### src/rtl/multi_voice_osc_pkg.sv
// Shared constants for the time-multiplexed oscillator bank.
// Contents: config addresses, control-bit positions, noise LFSR definition and FSM states.
package osc_pkg;

    localparam logic [1:0] CFG_FREQ = 2'd0;
    localparam logic [1:0] CFG_PW   = 2'd1;
    localparam logic [1:0] CFG_CTRL = 2'd2;
    localparam logic [1:0] CFG_CLR  = 2'd3;

    localparam int CTRL_GATE  = 0;
    localparam int CTRL_TEST  = 1;
    localparam int CTRL_SYNC  = 2;
    localparam int CTRL_RING  = 3;
    localparam int CTRL_TRI   = 4;
    localparam int CTRL_SAW   = 5;
    localparam int CTRL_PULSE = 6;
    localparam int CTRL_NOISE = 7;

    localparam int               LFSR_BITS     = 23;
    localparam logic [22:0]      LFSR_SEED     = 23'h7FFFF8;
    localparam int               LFSR_TAP_HI   = 22;
    localparam int               LFSR_TAP_LO   = 17;
    localparam int               NOISE_CLK_BIT = 19;

    typedef enum logic [1:0] {
        ST_IDLE = 2'd0,
        ST_RUN  = 2'd1,
        ST_DONE = 2'd2
    } state_t;

    function automatic logic [LFSR_BITS-1:0] lfsr_next(input logic [LFSR_BITS-1:0] s);
        return {s[LFSR_BITS-2:0], s[LFSR_TAP_HI] ^ s[LFSR_TAP_LO]};
    endfunction

endpackage

### src/rtl/multi_voice_osc_voice_waveform.sv
// Shared combinational waveform stage: one voice's updated phase -> signed sample.
// Only the phase bits the waveforms actually use are passed in.
module voice_waveform
    import osc_pkg::*;
#(
    parameter int OUT_BITS = 12,
    parameter int PW_BITS  = 12
) (
    input  logic [OUT_BITS:0]          phase,
    input  logic [PW_BITS-1:0]         pw,
    input  logic [7:3]                 ctrl,
    input  logic [OUT_BITS-1:0]        noise,
    input  logic                       src_msb,
    output logic signed [OUT_BITS-1:0] sample
);
    localparam int CMP_BITS = (OUT_BITS > PW_BITS) ? OUT_BITS : PW_BITS;

    logic [OUT_BITS-1:0] saw;
    logic [OUT_BITS-1:0] tri_w;
    logic [OUT_BITS-1:0] pulse;
    logic [OUT_BITS-1:0] combined;
    logic                tri_invert;

    always_comb begin
        saw        = phase[OUT_BITS -: OUT_BITS];
        tri_invert = phase[OUT_BITS] ^ (ctrl[CTRL_RING] & src_msb);
        tri_w      = tri_invert ? ~phase[OUT_BITS-1:0] : phase[OUT_BITS-1:0];
        pulse      = (CMP_BITS'(saw) >= CMP_BITS'(pw)) ? '1 : '0;

        combined = '1;
        if (ctrl[CTRL_TRI])   combined = combined & tri_w;
        if (ctrl[CTRL_SAW])   combined = combined & saw;
        if (ctrl[CTRL_PULSE]) combined = combined & pulse;
        if (ctrl[CTRL_NOISE]) combined = combined & noise;
        if (ctrl[7:4] == 4'b0000) combined = '0;

        // offset-binary to two's complement
        sample = signed'(combined ^ {1'b1, {(OUT_BITS-1){1'b0}}});
    end

endmodule

### src/rtl/multi_voice_osc.sv
// Bank of phase-accumulator voices sharing one waveform datapath, one voice per clock,
// summed into a signed sample per sample_tick.
//   state | meaning
//   IDLE  | waiting for sample_tick, config port open
//   RUN   | processing voice[idx], accumulating frame sum
//   DONE  | publish mix_out, pulse mix_valid
module multi_voice_osc
    import osc_pkg::*;
#(
    parameter int  VOICES           = 3,
    parameter int  FREQ_BITS        = 16,
    parameter int  PULSEWIDTH_BITS  = 12,
    parameter int  OUTPUT_BITS      = 12,
    parameter int  ACCUMULATOR_BITS = 24,
    localparam int MIX_BITS         = OUTPUT_BITS + $clog2(VOICES),
    localparam int VOICE_BITS       = (VOICES > 1) ? $clog2(VOICES) : 1
) (
    input  logic                       main_clk,
    input  logic                       reset_n,
    input  logic                       sample_tick,
    input  logic                       cfg_valid,
    output logic                       cfg_ready,
    input  logic [VOICE_BITS-1:0]      cfg_voice,
    input  logic [1:0]                 cfg_addr,
    input  logic [15:0]                cfg_wdata,
    output logic signed [MIX_BITS-1:0] mix_out,
    output logic                       mix_valid,
    output logic [VOICES-1:0]          voice_msb,
    output logic                       overrun
);
    localparam int                    A    = ACCUMULATOR_BITS;
    localparam int                    W    = OUTPUT_BITS;
    localparam logic [VOICE_BITS-1:0] LAST = VOICE_BITS'(VOICES - 1);

    state_t                      state;
    logic [VOICE_BITS-1:0]       idx;
    logic [VOICE_BITS-1:0]       src;
    logic [A-1:0]                acc   [VOICES];
    logic [FREQ_BITS-1:0]        freq  [VOICES];
    logic [PULSEWIDTH_BITS-1:0]  pw    [VOICES];
    logic [7:0]                  ctrl  [VOICES];
    logic [LFSR_BITS-1:0]        lfsr  [VOICES];
    logic [VOICES-1:0]           msb_rose;
    logic signed [MIX_BITS-1:0]  sum;
    logic [A-1:0]                new_acc;
    logic [7:0]                  cur_ctrl;
    logic signed [W-1:0]         sample;
    logic                        cfg_write;

    assign cfg_ready = (state == ST_IDLE);
    assign cfg_write = cfg_valid & cfg_ready;
    assign src       = (idx == '0) ? LAST : idx - VOICE_BITS'(1);
    assign cur_ctrl  = ctrl[idx];

    always_comb begin
        new_acc = acc[idx] + A'(freq[idx]);
        if (cur_ctrl[CTRL_TEST] || (cur_ctrl[CTRL_SYNC] && msb_rose[src]))
            new_acc = '0;
    end

    always_comb begin
        voice_msb = '0;
        for (int v = 0; v < VOICES; v++)
            voice_msb[v] = acc[v][A-1];
    end

    voice_waveform #(
        .OUT_BITS (W),
        .PW_BITS  (PULSEWIDTH_BITS)
    ) u_wave (
        .phase   (new_acc[A-1 -: W+1]),
        .pw      (pw[idx]),
        .ctrl    (cur_ctrl[7:3]),
        .noise   (lfsr[idx][LFSR_BITS-1 -: W]),
        .src_msb (acc[src][A-1]),
        .sample  (sample)
    );

    always_ff @(posedge main_clk or negedge reset_n) begin
        if (!reset_n) begin
            state     <= ST_IDLE;
            idx       <= '0;
            sum       <= '0;
            mix_out   <= '0;
            mix_valid <= 1'b0;
            overrun   <= 1'b0;
            msb_rose  <= '0;
            for (int v = 0; v < VOICES; v++) begin
                acc[v]  <= '0;
                freq[v] <= '0;
                pw[v]   <= '0;
                ctrl[v] <= '0;
                lfsr[v] <= LFSR_SEED;
            end
        end else begin
            mix_valid <= 1'b0;
            if (cfg_write) begin
                if (cfg_addr == CFG_CLR)
                    overrun <= 1'b0;
                else if (int'(cfg_voice) < VOICES) begin
                    case (cfg_addr)
                        CFG_FREQ: freq[cfg_voice] <= FREQ_BITS'(cfg_wdata);
                        CFG_PW:   pw[cfg_voice]   <= PULSEWIDTH_BITS'(cfg_wdata);
                        default:  ctrl[cfg_voice] <= cfg_wdata[7:0];
                    endcase
                end
            end
            if (sample_tick && state != ST_IDLE)
                overrun <= 1'b1;

            case (state)
                ST_IDLE: begin
                    if (sample_tick) begin
                        state <= ST_RUN;
                        idx   <= '0;
                        sum   <= '0;
                    end
                end
                ST_RUN: begin
                    acc[idx]      <= new_acc;
                    msb_rose[idx] <= ~acc[idx][A-1] & new_acc[A-1];
                    if (cur_ctrl[CTRL_TEST])
                        lfsr[idx] <= LFSR_SEED;
                    else if (~acc[idx][NOISE_CLK_BIT] & new_acc[NOISE_CLK_BIT])
                        lfsr[idx] <= lfsr_next(lfsr[idx]);
                    if (cur_ctrl[CTRL_GATE])
                        sum <= sum + MIX_BITS'(sample);
                    if (idx == LAST)
                        state <= ST_DONE;
                    else
                        idx <= idx + VOICE_BITS'(1);
                end
                ST_DONE: begin
                    mix_out   <= sum;
                    mix_valid <= 1'b1;
                    state     <= ST_IDLE;
                end
                default: state <= ST_IDLE;
            endcase
        end
    end

endmodule

### config.mk
export PLATFORM = sky130hd
export DESIGN_NAME = multi_voice_osc
export DESIGN_NICKNAME = d
export VERILOG_FILES = /design/src/rtl/multi_voice_osc_pkg.sv /design/src/rtl/multi_voice_osc_voice_waveform.sv /design/src/rtl/multi_voice_osc.sv
export SDC_FILE = /design/constraint.sdc
export NUM_CORES = 1
export LEC_CHECK = 0
export CORE_ASPECT_RATIO = 0.9
export CORE_MARGIN = 8
export CORE_UTILIZATION = 69
export CTS_BUF_LIST = sky130_fd_sc_hd__clkbuf_4
export DETAILED_ROUTE_END_ITERATION = 16
export PLACE_DENSITY = 0.89
export SYNTH_ARGS = -nofsm -noshare
export SYNTH_HDL_FRONTEND = slang
export SYNTH_SLANG_ARGS = --single-unit
### constraint.sdc
create_clock -name main_clk -period 13.4 [get_ports main_clk]
set_input_delay 3.35 -clock main_clk [delete_from_list [all_inputs] [get_ports main_clk]]
set_output_delay 3.35 -clock main_clk [all_outputs]
set_load 0.005 [all_outputs]
==> flow_summary.yaml <==
clock_network:
  cts_buffers: 72
  insertion_delay_ps: 700
  cts.clk_slew.worst_paths_ps: 70
  ctsHoldBuffers: 0
  htreeDepth: 3
  clock_sinks: 286
  cts.path.max_buffers: 3
  cts_resized: 0
  cts-root-buf: "clkbuf_4"
  tritoncts: "done"
  post-cts-setup-buffer-count: 0
synth:
  postSynthAreaPerCell_sq_um: 10.2
  yosysSeqAreaShare_pct: 50.1
  synth_top_cell_by_area: "dfrtp_1"
  synth_ff_type: "dfrtp_1"
  synth_edf_count: 0
  synth_top_family_by_area: "multiplexers"
  netlist_area_sq_mm: 0.0144
  synth.top_cell.area_share_pct: 39.2
  synth-xor-area-share_pct: 2.26
  synthMuxAreaShare_pct: 16.0
  yosys-top-cells-area: "dfrtp_1 39%, dfstp_2 11%, mux2_2 11%"
  syn_nets: 1479
  syn-instance-count: 1409
  ys_ff_latch: 286
  yosys.area_share.simple_pct: 10.7
  synth_compound_area_share_pct: 13.8
  ys_types: 62
  synthAdderAreaFrac_pct: 4.10
  async_flop_share_pct: 100
  ys_warn_count: 0
hold_path:
  min_to: "acc[57]"
  min-delay-start: "acc[57]"
  min_path_type: "flop to flop"
  hold_depth: 2
floorplanning:
  start_util_pct: 69.9
  core_sq_mm: 0.0206
  die_h_um: 153
  die_area_sq_mm: 0.0258
  rows: 50
  die_width_um: 168
  ios: 44
cells_and_area:
  synthToLayoutAreaGrowth_pct: 10.9
  layout.cells.non_filler: 1779
  layout-drive-gt1-share_pct: 22.8
  final_common_cell: "dfrtp_1"
  final_cell_mix: "224 x dfrtp_1, 183 x nand2_1, 171 x o21ai_0"
  finalNetCount: 1538
status:
  status: "finished, final reports clean"
setup_path:
  slowest_stage: "o311ai_0"
  cp_max_fo: 63
  end_kind: "flop"
  r2r-start: "idx[1]"
  cp_data_arrival_time_ps: 9240
  reg2regPathDepth: 34
  criticalPathCategory: "flop to flop"
  r2r_setup_slack_ps: 4690
  critical_path.startpoint: "idx[1]"
  cp.required_ps: 13930
  crit_path_start_kind: "flop"
  crit_top_cell: "o21ai_0"
  critical_path.max_stage_delay_ps: 830
  r2r_end: "sum[12]"
grt:
  antenna_found_initial: 1
  grt_pass1_wl_um: 57400
  grt.total_usage_pct: 27.3
  grt_overflow: 0
  grt_pass1_vias: 11500
  grt_max_degree: 140
drt:
  route.detailed.drc: 0
  firstDrtPassIters: 5
  drt_wl_total_um: 34200
  viasPerCell: 6.28
  dr.first_iter.drc_count: 1070
  wl_per_cell_um: 19.2
  vias: 11200
  antenna_left: 0
placed_design:
  place_congestion: 0.949
  hpwl_um: 22500
  port_buffers: 43
  placed_cells: 1654
pwr:
  pwr_density_cell_mw_per_mm2: 266
  totalPowerFinal_mw: 4.25
  power_leakage_nw: 7.19
  swShare_pct: 41.3
  power_frac_seq_pct: 34.8
  ir_drop_v: 0.000115
  power_frac_clock_pct: 18.4
  internal_power_mw: 2.49
  comb_power_share_pct: 46.8
  p_switching_mw: 1.76
timing:
  fin_crit_sh_pct: 65.0
  tns_ps: 0
  fin_skew_ps: 46.9
  finalHoldViolCount: 0
  maxSlewViolCount: 0
  min_period_ps: 8710
  rsz0062_at_grt: "no"
  maxSlewHeadroom_pct: 20.2
  clock.fmax_mhz: 115
  hold_slack_ps: 478
  tightestPinTransition_ps: 1190
  setup_viol: 0
flow_run:
  max-cap-violations: 0
-- final cells by class --
| class | instances | area (sq um) |
|---|---|---|
| antenna | 1 | 2.50 |
| clock buffer | 111 | 833 |
| clock inverter | 13 | 131 |
| fill | 1325 | 4650 |
| inverter | 32 | 120 |
| multi-input combinational | 1015 | 6780 |
| sequential | 286 | 7240 |
| tap | 260 | 325 |
| timing repair buffer | 61 | 571 |
-- metal layers --
layer	GRT usage (%)	share of wire, %	vias to the layer above
met5	0	0	-
met1	36.7	43	5522
met4	10.8	2.5	0
met3	6.02	7.7	77
met2	42.7	46	468
li1	-	-	5107
-- Yosys cell counts, drive strengths merged, types with 15 or more instances --
cell type,number
clkbuf,59
inv,32
a221oi,19
buf,17
nor2,126
a21oi,105
o21ai,175
xnor2,15
dfstp,60
xor2,20
dfrtp,226
mux2,137
ha,44
nand2,183
mux2i,77
-- worst max-delay path: cells and delay by family (launching register included) --
family	cells	cell delay, ps
simple gates	7	1110
buf+inv	3	930
compound gates	19	4430
flops	1	680
xor+xnor	1	140
fa+ha+maj	4	1260
-- power groups by stage --
stage / combinational (mW) / sequential, mW / clock, mW
finish: 1.99 / 1.48 / 0.782
global route: 2.19 / 1.52 / 0.840
CTS: 1.96 / 1.48 / 0.794
detailed placement: 1.95 / 1.49 / 0
global placement: 1.86 / 1.46 / 0
floorplan: 1.45 / 1.42 / 0
-- cell families (layout without fill, tap and decap cells) --
logic type / after synthesis / count (layout)
flip-flops: 286 / 286
adder cells (fa/ha/maj): 46 / 46
other: 0 / 1
AND/OR/NAND/NOR: 368 / 368
AO/OA/AOI/OAI: 352 / 352
XOR/XNOR: 35 / 35
buffers and inverters: 108 / 217
multiplexers: 214 / 214
-- worst max-delay path by stage --
stage / endpoint / slack (ps)
finish: sum[12] / 4690
global route: sum[13] / 4000
floorplan: sum[13] / 5370
CTS: sum[13] / 4830
detailed placement: sum[13] / 4890
global placement: sum[13] / 5160
-- flip-flops by register name (all words and copies together) (netlist names) --
name	flops
idx	2
freq	48
msb_rose	3
state	2
mix_out	14
overrun	1
voice_msb	3
mix_valid	1
acc	69
ctrl	24
pw	36
lfsr	69
sum	14
-- metrics by stage --
step	worst slack, ps	instance area [sq um]	util, %
global placement	5160	15000	72.8
detailed placement	4890	15000	72.8
floorplan	5370	14400	-
global route	4000	16000	77.5
CTS	4830	16000	77.5
finish	4690	16000	77.5
Power figures use the tool's default switching activity.
